File: config.mk
export PLATFORM = sky130hd
export DESIGN_NAME = lfo_wave_gen_flat
export DESIGN_NICKNAME = d
export VERILOG_FILES = /design/src/rtl/lfo_dac_if.sv /design/src/rtl/lfo_wave_gen.sv /design/src/flat_wrapper.sv
export SDC_FILE = /design/constraint.sdc
export NUM_CORES = 1
export LEC_CHECK = 0
export ABC_AREA = 1
export BUFFER_PORTS_ARGS = -buffer_cell sky130_fd_sc_hd__buf_2
export CORE_UTILIZATION = 65
export DETAILED_ROUTE_END_ITERATION = 10
export MAX_ROUTING_LAYER = met4
export PLACE_DENSITY = 0.86
export SLEW_MARGIN = 20
export SYNTH_ARGS = -nofsm -noshare
export SYNTH_HDL_FRONTEND = slang
export SYNTH_SLANG_ARGS = --single-unit
File: constraint.sdc
create_clock -name clk -period 10.53 [get_ports clk]
set_input_delay 1.5795 -clock clk [delete_from_list [all_inputs] [get_ports clk]]
set_output_delay 1.5795 -clock clk [all_outputs]
set_load 0.05 [all_outputs]
File: src/rtl/lfo_dac_if.sv
// Sample handshake between the LFO waveform core and the DAC interface.
// The DAC side (master) raises data_req; the core (slave) returns data with data_ack.
`timescale 1ns/1ps
interface lfo_dac_if #(
    parameter int unsigned DATA_W = 12
);
    logic              data_req;
    logic [DATA_W-1:0] data;
    logic              data_ack;

    modport master (
        output data_req,
        input  data,
        input  data_ack
    );

    modport slave (
        input  data_req,
        output data,
        output data_ack
    );
endinterface

File: src/rtl/lfo_wave_gen.sv
// LFO waveform core: phase accumulator, depth-scaled tri/saw/square samples served per DAC request.
// Optional LFO_PHASE_SYNC_EN adds a phase_sync pulse input that clears the accumulator.
`timescale 1ns/1ps
module lfo_wave_gen #(
    parameter int unsigned DATA_W    = 12,
    parameter int unsigned PHASE_W   = 24,
    parameter int unsigned RATE_W    = 16,
    parameter int unsigned RATE_INIT = 256,
    parameter int unsigned DEPTH_W   = 4
) (
    input  logic              clk,
    input  logic              reset_n,
    input  logic              rate_up,
    input  logic              rate_dn,
    input  logic              depth_up,
    input  logic              depth_dn,
    input  logic              wave_next,
`ifdef LFO_PHASE_SYNC_EN
    input  logic              phase_sync,
`endif
    lfo_dac_if.slave          dac,
    output logic [1:0]        wave_sel,
    output logic [RATE_W-1:0] rate
);

    localparam int unsigned SW     = DATA_W + 1;
    localparam int unsigned PW     = DATA_W + DEPTH_W + 2;
    localparam int unsigned DW1    = DEPTH_W + 1;
    localparam int unsigned MID    = 2 ** (DATA_W - 1);

    localparam logic [RATE_W-1:0]    RATE_MAX  = '1;
    localparam logic [RATE_W-1:0]    RATE_MIN  = RATE_W'(1);
    localparam logic [DEPTH_W:0]     DEPTH_MAX = DW1'(2 ** DEPTH_W);
    localparam logic signed [PW-1:0] MID_S     = PW'(MID);
    localparam logic signed [PW-1:0] OUT_MAX   = PW'(2 ** DATA_W - 1);

    typedef enum logic [1:0] {
        S_IDLE,
        S_CALC,
        S_ACK,
        S_WAIT
    } state_t;

    state_t               state_q;
    state_t               state_d;
    logic                 ack_d;
    logic                 load_c;

    logic [PHASE_W-1:0]   phase_q;
    logic [DEPTH_W:0]     depth_q;

    logic                 msb_c;
    logic [DATA_W-1:0]    tri_t_c;
    logic [DATA_W-1:0]    saw_c;
    logic [DATA_W-1:0]    raw_c;
    logic signed [SW-1:0] s_c;
    logic signed [DEPTH_W+1:0] depth_s_c;
    logic signed [PW-1:0] prod_c;
    logic signed [PW-1:0] scaled_c;
    logic signed [PW-1:0] sum_c;
    logic [DATA_W-1:0]    sample_c;

    // Rate: saturating 1..2**RATE_W-1, simultaneous up/down cancels
    always_ff @(posedge clk or negedge reset_n) begin
        if (!reset_n) begin
            rate <= RATE_W'(RATE_INIT);
        end else if (rate_up && !rate_dn && rate != RATE_MAX) begin
            rate <= rate + RATE_W'(1);
        end else if (rate_dn && !rate_up && rate > RATE_MIN) begin
            rate <= rate - RATE_W'(1);
        end
    end

    // Depth: saturating 0..2**DEPTH_W, simultaneous up/down cancels
    always_ff @(posedge clk or negedge reset_n) begin
        if (!reset_n) begin
            depth_q <= DEPTH_MAX;
        end else if (depth_up && !depth_dn && depth_q != DEPTH_MAX) begin
            depth_q <= depth_q + DW1'(1);
        end else if (depth_dn && !depth_up && depth_q != '0) begin
            depth_q <= depth_q - DW1'(1);
        end
    end

    always_ff @(posedge clk or negedge reset_n) begin
        if (!reset_n) begin
            wave_sel <= 2'd0;
        end else if (wave_next) begin
            wave_sel <= wave_sel + 2'd1;
        end
    end

    // Phase accumulator advances once per computed sample and wraps silently
    always_ff @(posedge clk or negedge reset_n) begin
        if (!reset_n) begin
            phase_q <= '0;
`ifdef LFO_PHASE_SYNC_EN
        end else if (phase_sync) begin
            phase_q <= '0;
`endif
        end else if (load_c) begin
            phase_q <= phase_q + PHASE_W'(rate);
        end
    end

    // Raw waveform selection followed by signed depth scaling around midscale
    always_comb begin
        msb_c    = phase_q[PHASE_W-1];
        tri_t_c  = phase_q[PHASE_W-2 -: DATA_W];
        saw_c    = phase_q[PHASE_W-1 -: DATA_W];
        raw_c    = '0;
        sample_c = '0;
        case (wave_sel)
            2'd0:    raw_c = msb_c ? ~tri_t_c : tri_t_c;
            2'd1:    raw_c = saw_c;
            2'd2:    raw_c = msb_c ? '1 : '0;
            default: raw_c = ~saw_c;
        endcase
        s_c       = $signed({1'b0, raw_c}) - $signed(SW'(MID));
        depth_s_c = $signed({1'b0, depth_q});
        prod_c    = PW'(s_c) * PW'(depth_s_c);
        scaled_c  = prod_c >>> DEPTH_W;
        sum_c     = scaled_c + MID_S;
        if (sum_c < 0) begin
            sample_c = '0;
        end else if (sum_c > OUT_MAX) begin
            sample_c = '1;
        end else begin
            sample_c = sum_c[DATA_W-1:0];
        end
    end

    always_ff @(posedge clk or negedge reset_n) begin
        if (!reset_n) begin
            state_q <= S_IDLE;
        end else begin
            state_q <= state_d;
        end
    end

    // Handshake next-state; data_ack is registered from the next state
    always_comb begin
        state_d = state_q;
        load_c  = 1'b0;
        case (state_q)
            S_IDLE: begin
                if (dac.data_req) state_d = S_CALC;
            end
            S_CALC: begin
                load_c  = 1'b1;
                state_d = S_ACK;
            end
            S_ACK: begin
                state_d = dac.data_req ? S_WAIT : S_IDLE;
            end
            S_WAIT: begin
                if (!dac.data_req) state_d = S_IDLE;
            end
            default: state_d = S_IDLE;
        endcase
        ack_d = (state_d == S_ACK) || (state_d == S_WAIT);
    end

    always_ff @(posedge clk or negedge reset_n) begin
        if (!reset_n) begin
            dac.data     <= DATA_W'(MID);
            dac.data_ack <= 1'b0;
        end else begin
            dac.data_ack <= ack_d;
            if (load_c) dac.data <= sample_c;
        end
    end

endmodule
File: src/flat_wrapper.sv
// flat-port wrapper written by rule: the top's interface ports become plain ports
module lfo_wave_gen_flat 
#(
    parameter int unsigned DATA_W    = 12,
    parameter int unsigned PHASE_W   = 24,
    parameter int unsigned RATE_W    = 16,
    parameter int unsigned RATE_INIT = 256,
    parameter int unsigned DEPTH_W   = 4
)
  (clk, reset_n, rate_up, rate_dn, depth_up, depth_dn, wave_next, wave_sel, rate, dac_data_req, dac_data, dac_data_ack);
  lfo_dac_if #(.DATA_W(DATA_W)) dac_i ();
  input  logic clk;
  input  logic reset_n;
  input  logic rate_up;
  input  logic rate_dn;
  input  logic depth_up;
  input  logic depth_dn;
  input  logic wave_next;
  output logic [1:0] wave_sel;
  output logic [RATE_W-1:0] rate;
  input wire logic [$bits(dac_i.data_req)-1:0] dac_data_req;
  output wire logic [$bits(dac_i.data)-1:0] dac_data;
  output wire logic [$bits(dac_i.data_ack)-1:0] dac_data_ack;
  assign dac_i.data_req = dac_data_req;
  assign dac_data = dac_i.data;
  assign dac_data_ack = dac_i.data_ack;
  lfo_wave_gen #(.DATA_W(DATA_W), .PHASE_W(PHASE_W), .RATE_W(RATE_W), .RATE_INIT(RATE_INIT), .DEPTH_W(DEPTH_W)) u_core (.clk(clk), .reset_n(reset_n), .rate_up(rate_up), .rate_dn(rate_dn), .depth_up(depth_up), .depth_dn(depth_dn), .wave_next(wave_next), .dac(dac_i), .wave_sel(wave_sel), .rate(rate));
endmodule
* Word-level counts from Yosys, hierarchy flattened
Index checks and enable logic that the tools add are counted.
Word-level totals: memory bits (read-only) 0, bits in writable memories 0, latch bits 0, output and inout bits 31, input bits 8, word-level logic and storage cells 62, memories kept 0, register bits after elaboration 62
Operators by class: shifts and indexed selects 0, mux-type cells 14, bitwise logic cells 2, div/mod/pow operators 0, multiply operators 1, equality and inequality tests 9, add/subtract/negate cells 8, reductions and logical operators 18, magnitude comparators 3
Operator list (number):
- $mux 12 | 4
- $pmux 12 s3 | 1
- $mux 16 | 2
- $add 24x16->24 | 1
- $not 12->12 | 2
- $mul 13x6->18 | 1
- $add 16x1->16 const B | 1
- $gt 16x1->1 const B | 1
- $ne 16x16->1 const B | 1
- $sub 16x1->16 const B | 1
- $add 14x13->15 const B | 1
- $gt 15x13->1 const B | 1
- $lt 15x1->1 const B | 1
- $sub 12x12->13 const B | 1
- $eq 2x2->1 const B | 5
- $mux 5 | 2
- $logic_and 1x1->1 | 8
- $pmux 2 s4 | 1
- $mux 2 | 3
- $add 5x1->5 const B | 1
- $ne 5x5->1 const B | 1
- $reduce_bool 5->1 | 1
- $sub 5x1->5 const B | 1
- $eq 2x1->1 const B | 2
- 6 further kinds | 11

* Depth between registers and ports, before layout
depth in word-level cells 9, gate-level depth with buffers 35, gate-level depth less buffers 34

* Least setup slack after synthesis
No wires, ideal clock.
path kind reg2reg, start point register u_core.wave_sel[0], end point register u_core.dac.data[5], clock period less this slack 5617 ps, setup slack 4913 ps, arrival time 5499 ps, buffers on the path 2, data required time 10412 ps, stages on the path, launching flop included 31, library setup time 118 ps, cells stage by stage dfrtp_1 inv_1 ha_1 buf_1 nand3_1 nand3_1 o21ai_0 nor2_1 fa_1 inv_1 fa_1 fa_1 inv_1 ha_1 a21oi_1 o21ai_0 a21oi_1 nand2_1 nand2_1 nand3_1 and2_1 ha_1 nor3_1 nand3b_1 nand2_1 inv_1 nand2_2 buf_6 nand2_1 nand2_1 nand2_1
On the way: word-level cells in the longest chain between the ends 8, elaborated cells between the ends (all ways) 11, classes of those cells add/sub: 2; mul: 1; order compare: 2; eq/ne: 2; mux: 3; reduce/logical: 1
Ends and longest elaborated chain:
- start: declaration | line lfo_wave_gen.sv:22 | output logic [1:0] wave_sel,
- start signal: assignment | line lfo_wave_gen.sv:89 | wave_sel <= wave_sel + 2'd1;
- $eq 2x2->1 (tied with other cells) | line lfo_wave_gen.sv:113 | case (wave_sel)
- $pmux 12 s3 * | line lfo_wave_gen.sv:113
- $sub 12x12->13 * | line lfo_wave_gen.sv:119 | s_c = $signed({1'b0, raw_c}) - $signed(SW'(MID));
- $mul 13x6->18 * | line lfo_wave_gen.sv:121 | prod_c = PW'(s_c) * PW'(depth_s_c);
- $add 14x13->15 * | line lfo_wave_gen.sv:123 | sum_c = scaled_c + MID_S;
- $gt 15x13->1 | line lfo_wave_gen.sv:126 | end else if (sum_c > OUT_MAX) begin
- $mux 12 | line lfo_wave_gen.sv:126
- $mux 12 * | line lfo_wave_gen.sv:124 | if (sum_c < 0) begin
- end signal: assignment | line lfo_wave_gen.sv:166 | dac.data <= DATA_W'(MID);
- end signal: assignment | line lfo_wave_gen.sv:170 | if (load_c) dac.data <= sample_c;
- end: declaration | line lfo_dac_if.sv:19 | output data,
Mark *: on every way between the ends. The rest lies on a longest branch, timed or not. A chain may end at the register's enable or synchronous reset.

* Worst setup path after layout
start point register u_core.wave_sel[0], end point register u_core.dac.data[0]
Same word-level chain as after synthesis.

==> impl_results.md <==
* Outcome: finished, final reports clean
* DRT iter0 DRCs at 323
* Drt wl/cell at 13.1 µm
* EDFF count, synth at 0
* Most used DFF post-synth: dfrtp_1
* CTS Root Cell: clkbuf_8
* RSZ-0062 raised after global routing: false
* Seq cells post-synth at 61
* TritonCTS clock tree: yes
* WL met2 at 6.29 mm
* Hold buffers post-CTS at 0
* Crit path max fanout at 12
* Max Buffers Root-to-Sink at 2
* GP Congestion at 0.947
* Synth Warn # at 0
* Max-slew violations at 0
* Worst-Margin Slew at 0.835 ns
* CTS H-tree lvls at 3
* Post-DP HPWL at 10.8 mm
* ANT nets after route at 0
* Vias in the first global route at 5432
* Slowest stage delay, CP at 0.57 ns
* Initial Util at 0.685
* Final Cycle Share at 0.575
* Routed wire length at 14.0 mm
* DR vias/cell at 5.42
* # fillers at 762
* Post_cts resized at 0
* Final setup vio count at 0
* Die area at 10300 µm²
* Hold Violations, Final at 0
* Residual overflow from global routing at 0
* M1 wire length at 6.61 mm
* Skew-Pair Late Insertion Delay at 0.36 ns
* Ports at 39
* Syn Area/Cell at 7.13 µm²
* Min Tclk post-route at 6.05 ns
* Die height at 102 µm
* Leading area contributor after synthesis: dfrtp_1
* Cells after Synth at 905
* WP data required at 10.78 ns
* Remaining DRCs at 0
* CP Launch Type: flop
* Vias post-DR at 5803
* Netlist cell types at 44
* Max Cap Viol at 0
* Setup TNS at 0 ns
* CP arrival at 6.30 ns
* PortBufs at 38
* Highest Signal Layer: met4
* Largest net degree at the start of global routing at 62
* Clk slew on worst S/H paths at 0.08 ns
* Area delta synth->final at 7.00%
* Clock Sink Count at 61
* Layout Nets at 1042
* Core Box Area at 9420 µm²
* Top cell by count, worst path: nand2_1
* 1st-pass router iterations at 5
* Relative max-transition margin at 0.438
* Sequential-to-total area share from yosys stat at 0.237
* Gr usage total at 0.308
* Ant diodes at 0
* First-pass GRT wire length at 24.4 mm
* Maximum clock frequency at 0.165 GHz
* Die W at 102 µm
* # rows at 35
* TritonCTS Buffers at 9
* Synth top area share at 0.225
* Top post-synthesis cells by area: dfrtp_1 (22%), nand2_1 (12%), fa_1 (12%), ha_1 (11%), inv_1 (8.6%)
* Syn Nets at 1010
* Initial antenna violation count at 0
* WL met3 at 772 µm
* Critical Path End Type: flop
* Area of the mapped netlist at 6450 µm²
* Min-delay worst type: reg2reg
* WS Path Type: reg2reg
* Postcts setup bufs at 0
* Async S/R FF share, synth at 1.00
* Skew final at 0.0163 ns
* Fraction of layout cells with a size suffix above 1 at 0.0807
* Critical-path top delay cell: fa_1
[through the flow]
stage	hold WS [ns]	worst slack, ns	std cells	instance area (µm²)	util
3_3_place_gp	0.458	4.68	1055	6740	0.715
6_report	0.473	4.48	1071	6900	0.733
3_5_place_dp	0.459	4.59	1055	6740	0.715
5_1_grt	0.488	3.98	1071	6900	0.733
2_1_floorplan	0.453	4.91	905	6450	-
4_1_cts	0.477	4.54	1071	6900	0.733
[metal layers]
metal  GRT usage  vias to the layer above
li1            -                     2933
met1       0.416                     2663
met2       0.475                      181
met3      0.0490                       26
met4      0.0970                        0
met5           -                        -
[critical path: cells and delay by family, from the launching register on]
family | cells | cell delay [ns]
fa+ha+maj | 6 | 2.53
compound gates | 4 | 0.86
buf+inv | 5 | 0.60
flops | 1 | 0.44
simple gates | 14 | 1.49
[kinds of logic (layout without fill, tap and decap cells)]
group,count (synthesis),in the layout,synth area share
flip-flops,61,61,0.237
AND/OR/NAND/NOR,420,420,0.274
adder cells (fa/ha/maj),97,97,0.234
buffers and inverters,170,207,0.100
AO/OA/AOI/OAI,118,118,0.101
XOR/XNOR,39,39,0.0529
[placed cells by master, fill, tap and decap left out, types with 9 or more instances in the layout]
master and n:
a21oi_1 41, buf_2 38, clkbuf_8 9, dfrtp_1 58, fa_1 39, ha_1 58
inv_1 148, nand2_1 214, nand3_1 59, nor2_1 99, nor3_1 13, o21ai_0 51
xor2_1 31
[cells in the mapped netlist (all sizes together), types with 2 or more instances]
cell and instances:
ha 58, o21bai 2, o211ai 4, fa 39
a31oi 3, o21a 2, xor2 31, inv 150
nand4 8, a21o 3, nand3b 6, xnor2 8
nor3 13, buf 4, nand3 60, clkbuf 15
a21oi 42, dfrtp 58, nand2 218, o21ai 52
dfstp 3, nor4 4, nor2 101, o31ai 2
a21boi 2, or2 8
[sequential cells by signal (all words and copies together) (netlist names)]
name / cells
u_core.wave_sel: 2
u_core.rate: 16
u_core.depth_q: 5
u_core.phase_q: 24
u_core.dac.data_ack: 1
u_core.dac.data: 12
u_core.state_q: 1
[final cells by class]
type                            count  area (µm²)  area share
Multi-Input combinational cell    674        4270       0.619
Sequential cell                    61        1530       0.222
Inverter                          151         567      0.0821
Timing Repair Buffer               40         205      0.0297
Tap cell                          129         161      0.0234
Clock buffer                       10         128      0.0185
Clock inverter                      6        38.8     0.00562
[final timing paths]
path                                     start             endpoint  slack (ns)  depth (start not counted)
setup / recovery            u_core.wave_sel[0]   u_core.dac.data[0]        4.48                         29
hold / removal             u_core.dac.data[11]  u_core.dac.data[11]        0.47                          2
setup reg to reg            u_core.wave_sel[0]   u_core.dac.data[0]        4.48                         29
hold reg to reg            u_core.dac.data[11]  u_core.dac.data[11]        0.47                          2
max in group asynchronous              reset_n   u_core.phase_q[15]        8.64                          2
min in group asynchronous              reset_n    u_core.depth_q[0]        1.38                          2
Power is not shown: default switching activity piles up to over one toggle a cycle in this logic, so the estimate is an artifact.
